### src/rtl/third_stage_if.sv
// Operand, control and result bundle between the ID/EX register and the EX stage.
// The master side drives the ID/EX values; the slave side (the EX stage) returns EX/MEM results.
interface third_stage_if #(
    parameter int Width = 32
);
    logic [Width-1:0] readData1;
    logic [Width-1:0] readData2;
    logic [Width-1:0] PC;
    logic [63:0]      immediate;
    logic [4:0]       rd;
    logic [3:0]       ALUcontrol;
    logic [7:0]       control;
    logic [4:0]       R1;
    logic [4:0]       R2;

    logic             zero;
    logic [Width-1:0] ALUResult;
    logic [Width-1:0] adderResult;
    logic [Width-1:0] ReadData2;
    logic [4:0]       rd0;
    logic [5:0]       controlSignal;

    modport master (
        output readData1, readData2, PC, immediate, rd, ALUcontrol, control, R1, R2,
        input  zero, ALUResult, adderResult, ReadData2, rd0, controlSignal
    );

    modport slave (
        input  readData1, readData2, PC, immediate, rd, ALUcontrol, control, R1, R2,
        output zero, ALUResult, adderResult, ReadData2, rd0, controlSignal
    );
endinterface

### src/rtl/third_stage.sv
// RISC-V execute stage: operand select with x0 suppression, ALU, branch target adder,
// and the EX/MEM pipeline register (loads every edge, synchronous active-high reset).
module third_stage #(
    parameter int Width = 32
) (
    input  logic          clk,
    input  logic          rst,
    third_stage_if.slave  bus
);

    localparam logic [3:0] ALU_AND  = 4'b0000;
    localparam logic [3:0] ALU_OR   = 4'b0001;
    localparam logic [3:0] ALU_ADD  = 4'b0010;
    localparam logic [3:0] ALU_XOR  = 4'b0011;
    localparam logic [3:0] ALU_SLL  = 4'b0100;
    localparam logic [3:0] ALU_SRL  = 4'b0101;
    localparam logic [3:0] ALU_SUB  = 4'b0110;
    localparam logic [3:0] ALU_SLT  = 4'b0111;
    localparam logic [3:0] ALU_SRA  = 4'b1000;
    localparam logic [3:0] ALU_SLTU = 4'b1001;
    localparam logic [3:0] ALU_NOR  = 4'b1100;

    logic [Width-1:0] imm_w;
    logic [Width-1:0] rs2_val;
    logic [Width-1:0] op_a;
    logic [Width-1:0] op_b;
    logic [4:0]       shamt;

    logic             zero_d,          zero_q;
    logic [Width-1:0] alu_result_d,    alu_result_q;
    logic [Width-1:0] adder_result_d,  adder_result_q;
    logic [Width-1:0] read_data2_d,    read_data2_q;
    logic [4:0]       rd_d,            rd_q;
    logic [5:0]       control_signal_d, control_signal_q;

    // Only the low Width bits of the 64-bit immediate feed the datapath.
    logic unused_imm_hi;
    assign unused_imm_hi = ^bus.immediate[63:Width];

    always_comb begin
        imm_w   = bus.immediate[Width-1:0];
        rs2_val = (bus.R2 == 5'd0) ? '0 : bus.readData2;
        if (bus.control[1]) begin
            op_a = bus.PC;
        end else begin
            op_a = (bus.R1 == 5'd0) ? '0 : bus.readData1;
        end
        op_b  = bus.control[0] ? imm_w : rs2_val;
        shamt = op_b[4:0];

        alu_result_d = '0;
        case (bus.ALUcontrol)
            ALU_AND:  alu_result_d = op_a & op_b;
            ALU_OR:   alu_result_d = op_a | op_b;
            ALU_ADD:  alu_result_d = op_a + op_b;
            ALU_SUB:  alu_result_d = op_a - op_b;
            ALU_XOR:  alu_result_d = op_a ^ op_b;
            ALU_SLL:  alu_result_d = op_a << shamt;
            ALU_SRL:  alu_result_d = op_a >> shamt;
            ALU_SRA:  alu_result_d = $unsigned($signed(op_a) >>> shamt);
            ALU_SLT:  alu_result_d = {{(Width-1){1'b0}}, ($signed(op_a) < $signed(op_b))};
            ALU_SLTU: alu_result_d = {{(Width-1){1'b0}}, (op_a < op_b)};
            ALU_NOR:  alu_result_d = ~(op_a | op_b);
            default:  alu_result_d = '0;
        endcase

        zero_d           = (alu_result_d == '0);
        adder_result_d   = bus.PC + (imm_w << 1);
        read_data2_d     = rs2_val;
        rd_d             = bus.rd;
        control_signal_d = bus.control[7:2];
    end

    always_ff @(posedge clk) begin
        if (rst) begin
            zero_q           <= 1'b0;
            alu_result_q     <= '0;
            adder_result_q   <= '0;
            read_data2_q     <= '0;
            rd_q             <= '0;
            control_signal_q <= '0;
        end else begin
            zero_q           <= zero_d;
            alu_result_q     <= alu_result_d;
            adder_result_q   <= adder_result_d;
            read_data2_q     <= read_data2_d;
            rd_q             <= rd_d;
            control_signal_q <= control_signal_d;
        end
    end

    assign bus.zero          = zero_q;
    assign bus.ALUResult     = alu_result_q;
    assign bus.adderResult   = adder_result_q;
    assign bus.ReadData2     = read_data2_q;
    assign bus.rd0           = rd_q;
    assign bus.controlSignal = control_signal_q;

endmodule

### src/flat_wrapper.sv
// flat-port wrapper written by rule: the top's interface ports become plain ports
module third_stage_flat 
#(
    parameter int Width = 32
)
  (clk, rst, bus_readData1, bus_readData2, bus_PC, bus_immediate, bus_rd, bus_ALUcontrol, bus_control, bus_R1, bus_R2, bus_zero, bus_ALUResult, bus_adderResult, bus_ReadData2, bus_rd0, bus_controlSignal);
  third_stage_if #(.Width(Width)) bus_i ();
  input  logic clk;
  input  logic rst;
  input wire logic [$bits(bus_i.readData1)-1:0] bus_readData1;
  input wire logic [$bits(bus_i.readData2)-1:0] bus_readData2;
  input wire logic [$bits(bus_i.PC)-1:0] bus_PC;
  input wire logic [$bits(bus_i.immediate)-1:0] bus_immediate;
  input wire logic [$bits(bus_i.rd)-1:0] bus_rd;
  input wire logic [$bits(bus_i.ALUcontrol)-1:0] bus_ALUcontrol;
  input wire logic [$bits(bus_i.control)-1:0] bus_control;
  input wire logic [$bits(bus_i.R1)-1:0] bus_R1;
  input wire logic [$bits(bus_i.R2)-1:0] bus_R2;
  output wire logic [$bits(bus_i.zero)-1:0] bus_zero;
  output wire logic [$bits(bus_i.ALUResult)-1:0] bus_ALUResult;
  output wire logic [$bits(bus_i.adderResult)-1:0] bus_adderResult;
  output wire logic [$bits(bus_i.ReadData2)-1:0] bus_ReadData2;
  output wire logic [$bits(bus_i.rd0)-1:0] bus_rd0;
  output wire logic [$bits(bus_i.controlSignal)-1:0] bus_controlSignal;
  assign bus_i.readData1 = bus_readData1;
  assign bus_i.readData2 = bus_readData2;
  assign bus_i.PC = bus_PC;
  assign bus_i.immediate = bus_immediate;
  assign bus_i.rd = bus_rd;
  assign bus_i.ALUcontrol = bus_ALUcontrol;
  assign bus_i.control = bus_control;
  assign bus_i.R1 = bus_R1;
  assign bus_i.R2 = bus_R2;
  assign bus_zero = bus_i.zero;
  assign bus_ALUResult = bus_i.ALUResult;
  assign bus_adderResult = bus_i.adderResult;
  assign bus_ReadData2 = bus_i.ReadData2;
  assign bus_rd0 = bus_i.rd0;
  assign bus_controlSignal = bus_i.controlSignal;
  third_stage #(.Width(Width)) u_core (.clk(clk), .rst(rst), .bus(bus_i));
endmodule
### config.mk
export PLATFORM = sky130hd
export DESIGN_NAME = third_stage_flat
export DESIGN_NICKNAME = d
export VERILOG_FILES = /design/src/rtl/third_stage_if.sv /design/src/rtl/third_stage.sv /design/src/flat_wrapper.sv
export SDC_FILE = /design/constraint.sdc
export NUM_CORES = 1
export LEC_CHECK = 0
export ABC_AREA = 1
export BUFFER_PORTS_ARGS = -buffer_cell sky130_fd_sc_hd__buf_2
export CORE_AREA = 5 5 173 175
export DETAILED_ROUTE_END_ITERATION = 6
export DIE_AREA = 0 0 178 180
export PLACE_DENSITY = 0.79
export SLEW_MARGIN = 25
export SYNTH_ARGS = -nofsm -noshare
export SYNTH_HDL_FRONTEND = slang
export SYNTH_SLANG_ARGS = --single-unit
### constraint.sdc
create_clock -name clk -period 4.3 [get_ports clk]
set_clock_uncertainty 0.2 [all_clocks]
set_input_delay 0.645 -clock clk [delete_from_list [all_inputs] [get_ports clk]]
set_output_delay 0.645 -clock clk [all_outputs]
set_load 0.005 [all_outputs]
==> impl_metrics.py <==
metrics = {
    "drt": {
        "wl_per_cell_um": 20.5,
        "drt_first_pass_iters": 7,
        "met3RoutedLength_um": 11400,
        "route.top_layer_used": "met4",
        "met2_wirelength_um": 30100,
        "wl_met1_um": 28500,
        "vias": 22000,
        "final_antenna_net_count": 0,
        "drt_wl_total_um": 76200,
        "vias_per_cell": 5.93,
        "drcViolationCount": 0,
        "drt-initial-drc-count": 3277,
    },
    "synth": {
        "netlist_top_cells_count": "sky130_fd_sc_hd__nand2_1 (905), sky130_fd_sc_hd__nand3_1 (350), sky130_fd_sc_hd__inv_1 (329)",
        "synth_top_family_by_area": "simple AND/OR/NAND/NOR gates",
        "synth_simple_gate_area_share_pct": 43.9,
        "postSynthRegisterBits": 108,
        "synthesis.instances": 2823,
        "synth_fp_nets": 3150,
        "synth_top_cell_area_share_pct": 22.3,
        "ys_warn_count": 0,
        "synthMostInstantiatedCell": "sky130_fd_sc_hd__nand2_1",
        "post_synth_instance_area_mm2": 0.0153,
        "ys_top_cells_by_area": "sky130_fd_sc_hd__nand2_1 (22%), sky130_fd_sc_hd__dfxtp_1 (14%), sky130_fd_sc_hd__nand3_1 (11%)",
        "synth_enable_flop_cells": 0,
        "yosys.area_share.xor_xnor_pct": 0.172,
        "synthMuxAreaShare_pct": 0,
        "yosys.area_share.adder_pct": 11.5,
        "avgSynthCellArea_um2": 5.41,
        "synth.distinct_cells": 49,
        "postSynth.topFlopCell": "sky130_fd_sc_hd__dfxtp_1",
        "synth_seq_area_share_pct": 14.2,
        "synth-compound-area-share_pct": 18.4,
        "async_flop_share_pct": 0,
        "synth.largest_area_cell": "sky130_fd_sc_hd__nand2_1",
    },
    "cells_and_area": {
        "ff_latch_area_mm2": 0.00216,
        "layout-drive-gt1-share_pct": 20.7,
        "final.fill_count": 2569,
        "multi_input_area_mm2": 0.0115,
        "finish.instance_area_mm2": 0.0198,
        "layout_area_growth_over_synthesis_pct": 29.5,
        "antennaDiodeCount": 0,
        "finalNetCount": 3650,
    },
    "cts": {
        "cts.sink_count": 108,
        "clk_path_buf_depth": 2,
        "cts_buffers": 9,
        "postCtsSetupBuffers": 0,
        "cts_max_level": 3,
        "cts.root.buffer_cell": "sky130_fd_sc_hd__clkbuf_16",
        "clkTransAtPathRegs_ns": 0.08,
        "cts_tree": "done",
    },
    "placed_design": {
        "dp_worst_setup_slack_ns": -0.224,
        "dp.final_hpwl_um": 62100,
        "dpl-instance-area_mm2": 0.0193,
        "port-buffer-count": 264,
        "gp_weighted_congestion": 1.11,
    },
    "die": {
        "die_w_um": 178,
        "num_io_pins": 297,
        "die_area_mm2": 0.0320,
        "fp.dieH_um": 180,
        "placeableCoreArea_mm2": 0.0283,
        "core.rowCount": 62,
        "initial_utilization_pct": 53.9,
    },
    "sta": {
        "timing.fmax_mhz": 241,
        "min_period_ns": 4.15,
        "hold_fails_final_rpt": 0,
        "hold-worst-slack_ns": 0.265,
        "setup_ws_ns": 0.155,
        "fin_crit_sh_pct": 96.4,
        "setup_viol": 0,
        "worst_slew_pin_slew_ns": 1.02,
        "max_slew_margin_pct": 31.4,
        "total_negative_slack_for_setup_checks_ns": 0,
        "final_max_slew_viol_count": 0,
    },
    "global_routing": {
        "global_route.usage.total_pct": 45.6,
        "grt_pass1_vias": 20500,
        "grt_pass1_wl_um": 114000,
        "grt-ovfl-total": 0,
        "initial_antenna_violation_count": 0,
        "grt_max_degree": 75,
    },
    "critical_path": {
        "worstPathArrival_ns": 4.27,
        "critical_path_peak_fanout": 18,
        "timing.critical_path.slowest_cell_delay_ns": 0.44,
        "timing.critical_path.mode_cell": "sky130_fd_sc_hd__nor2_1",
        "worst-endpoint-required_ns": 4.42,
        "path_buf_inv": 4,
        "timing_worst_setup_path_type": "primary input to register",
        "crit_path_end_kind": "register",
        "top_family_by_delay_on_critical_path": "simple AND/OR/NAND/NOR gates",
        "path_cells": "buf_2 -> nor2_1 -> nand3_2 -> buf_12 -> buf_4 -> nand2_1 -> o21ai_0 -> ha_1 -> nand2_1 -> nor2_1 -> inv_1 -> nor3_1 -> nand2_1 -> a21oi_1 -> nor2_1 -> nor2_1 -> nand2_1 -> nor2_1 -> nand3_1 -> nor2_1 -> nand2_1 -> nor2_1 -> nand2_1 -> nor2_1",
        "timing.critical_path.from_type": "primary input",
        "critPathSlowestCell": "sky130_fd_sc_hd__ha_1",
    },
    "status": {
        "outcome": "finished clean",
    },
    "power_and_ir_drop": {
        "maximum_ir_drop_on_the_vdd_rail_mv": 0.199,
        "power_per_cell_area_mw_per_mm2": 258,
        "p_leak_uw": 0.0112,
        "total_power_uw": 5110,
    },
    "worst_hold_path": {
        "min-delay-path-class": "primary input to register",
    },
    "run": {
        "timing.max_cap.violations": 0,
    },
}
==> final timing paths <==
path	from	end	slack [ns]	depth (start not counted)
hold / removal	bus_rd[3]	u_core.bus.rd0[3]$_SDFF_PP0_	0.26	3
setup / recovery	bus_R2[3]	u_core.bus.zero$_SDFF_PP0_	0.15	24
==> report_power, final <==
part,switching [uW],leakage [uW],internal [uW],total [uW]
logic,1910,0.0102,1160,3070
clock network,464,0.000152,467,931
registers,24.5,0.000896,1080,1110
==> stage by stage <==
step | util (%) | cells
floorplan | - | 2823
global placement | 68.2 | 3696
detailed placement | 68.2 | 3696
CTS | 69.3 | 3712
global route | 69.8 | 3712
finish | 69.8 | 3712
==> metal layers <==
layer	up-vias	GRT usage, %
met5	-	0
li1	10200	-
met4	0	28.6
met1	9788	58.4
met2	1690	64.8
met3	351	16.1
==> kinds of logic after synthesis <==
| group | Yosys count |
|---|---|
| flip-flops | 108 |
| AND/OR/NAND/NOR | 1624 |
| XOR/XNOR | 3 |
| buffers and inverters | 462 |
| AO/OA/AOI/OAI | 488 |
| adder cells (fa/ha/maj) | 138 |
==> registers in the layout, summed over array words and instances (netlist names) <==
name                      cells
u_core.bus.ALUResult         32
u_core.bus.ReadData2         32
u_core.bus.adderResult       32
u_core.bus.controlSignal      6
u_core.bus.rd0                5
u_core.bus.zero               1
==> layout make-up <==
cell class / instances / area share (%)
inverter: 335 / 6.36
timing repair buffer: 616 / 20.6
sequential: 108 / 10.9
multi-input combinational: 2253 / 58.1
clock inverter: 6 / 0.405
clock buffer: 10 / 1.16
tap: 384 / 2.43
==> placed cells by master (no fill, tap or decap), types with 7 or more instances in the layout <==
| cell type | instances |
|---|---|
| sky130_fd_sc_hd__nand2_1 | 902 |
| sky130_fd_sc_hd__nand3_1 | 349 |
| sky130_fd_sc_hd__buf_4 | 342 |
| sky130_fd_sc_hd__inv_1 | 329 |
| sky130_fd_sc_hd__nor2_1 | 293 |
| sky130_fd_sc_hd__buf_2 | 264 |
| sky130_fd_sc_hd__a21oi_1 | 192 |
| sky130_fd_sc_hd__o21ai_0 | 136 |
| sky130_fd_sc_hd__ha_1 | 125 |
| sky130_fd_sc_hd__dfxtp_1 | 108 |
| sky130_fd_sc_hd__nand4_1 | 22 |
| sky130_fd_sc_hd__nor3_1 | 21 |
| sky130_fd_sc_hd__a221oi_1 | 18 |
| sky130_fd_sc_hd__o211ai_1 | 18 |
| sky130_fd_sc_hd__a21boi_1 | 16 |
| sky130_fd_sc_hd__o21ai_1 | 14 |
| sky130_fd_sc_hd__o21a_1 | 14 |
| sky130_fd_sc_hd__o21bai_1 | 14 |
| sky130_fd_sc_hd__o22ai_1 | 12 |
| sky130_fd_sc_hd__a21boi_2 | 9 |
| sky130_fd_sc_hd__a31oi_1 | 9 |
| sky130_fd_sc_hd__ha_2 | 9 |
| sky130_fd_sc_hd__clkbuf_16 | 9 |
| sky130_fd_sc_hd__buf_12 | 9 |
| sky130_fd_sc_hd__or2_2 | 7 |
==> repair_timing <==
action,in CTS,in global routing
setup endpoints to repair,0,8
resized for setup,0,48
hold buffers,0,0
No activity file was read; power rests on OpenSTA's default activity.
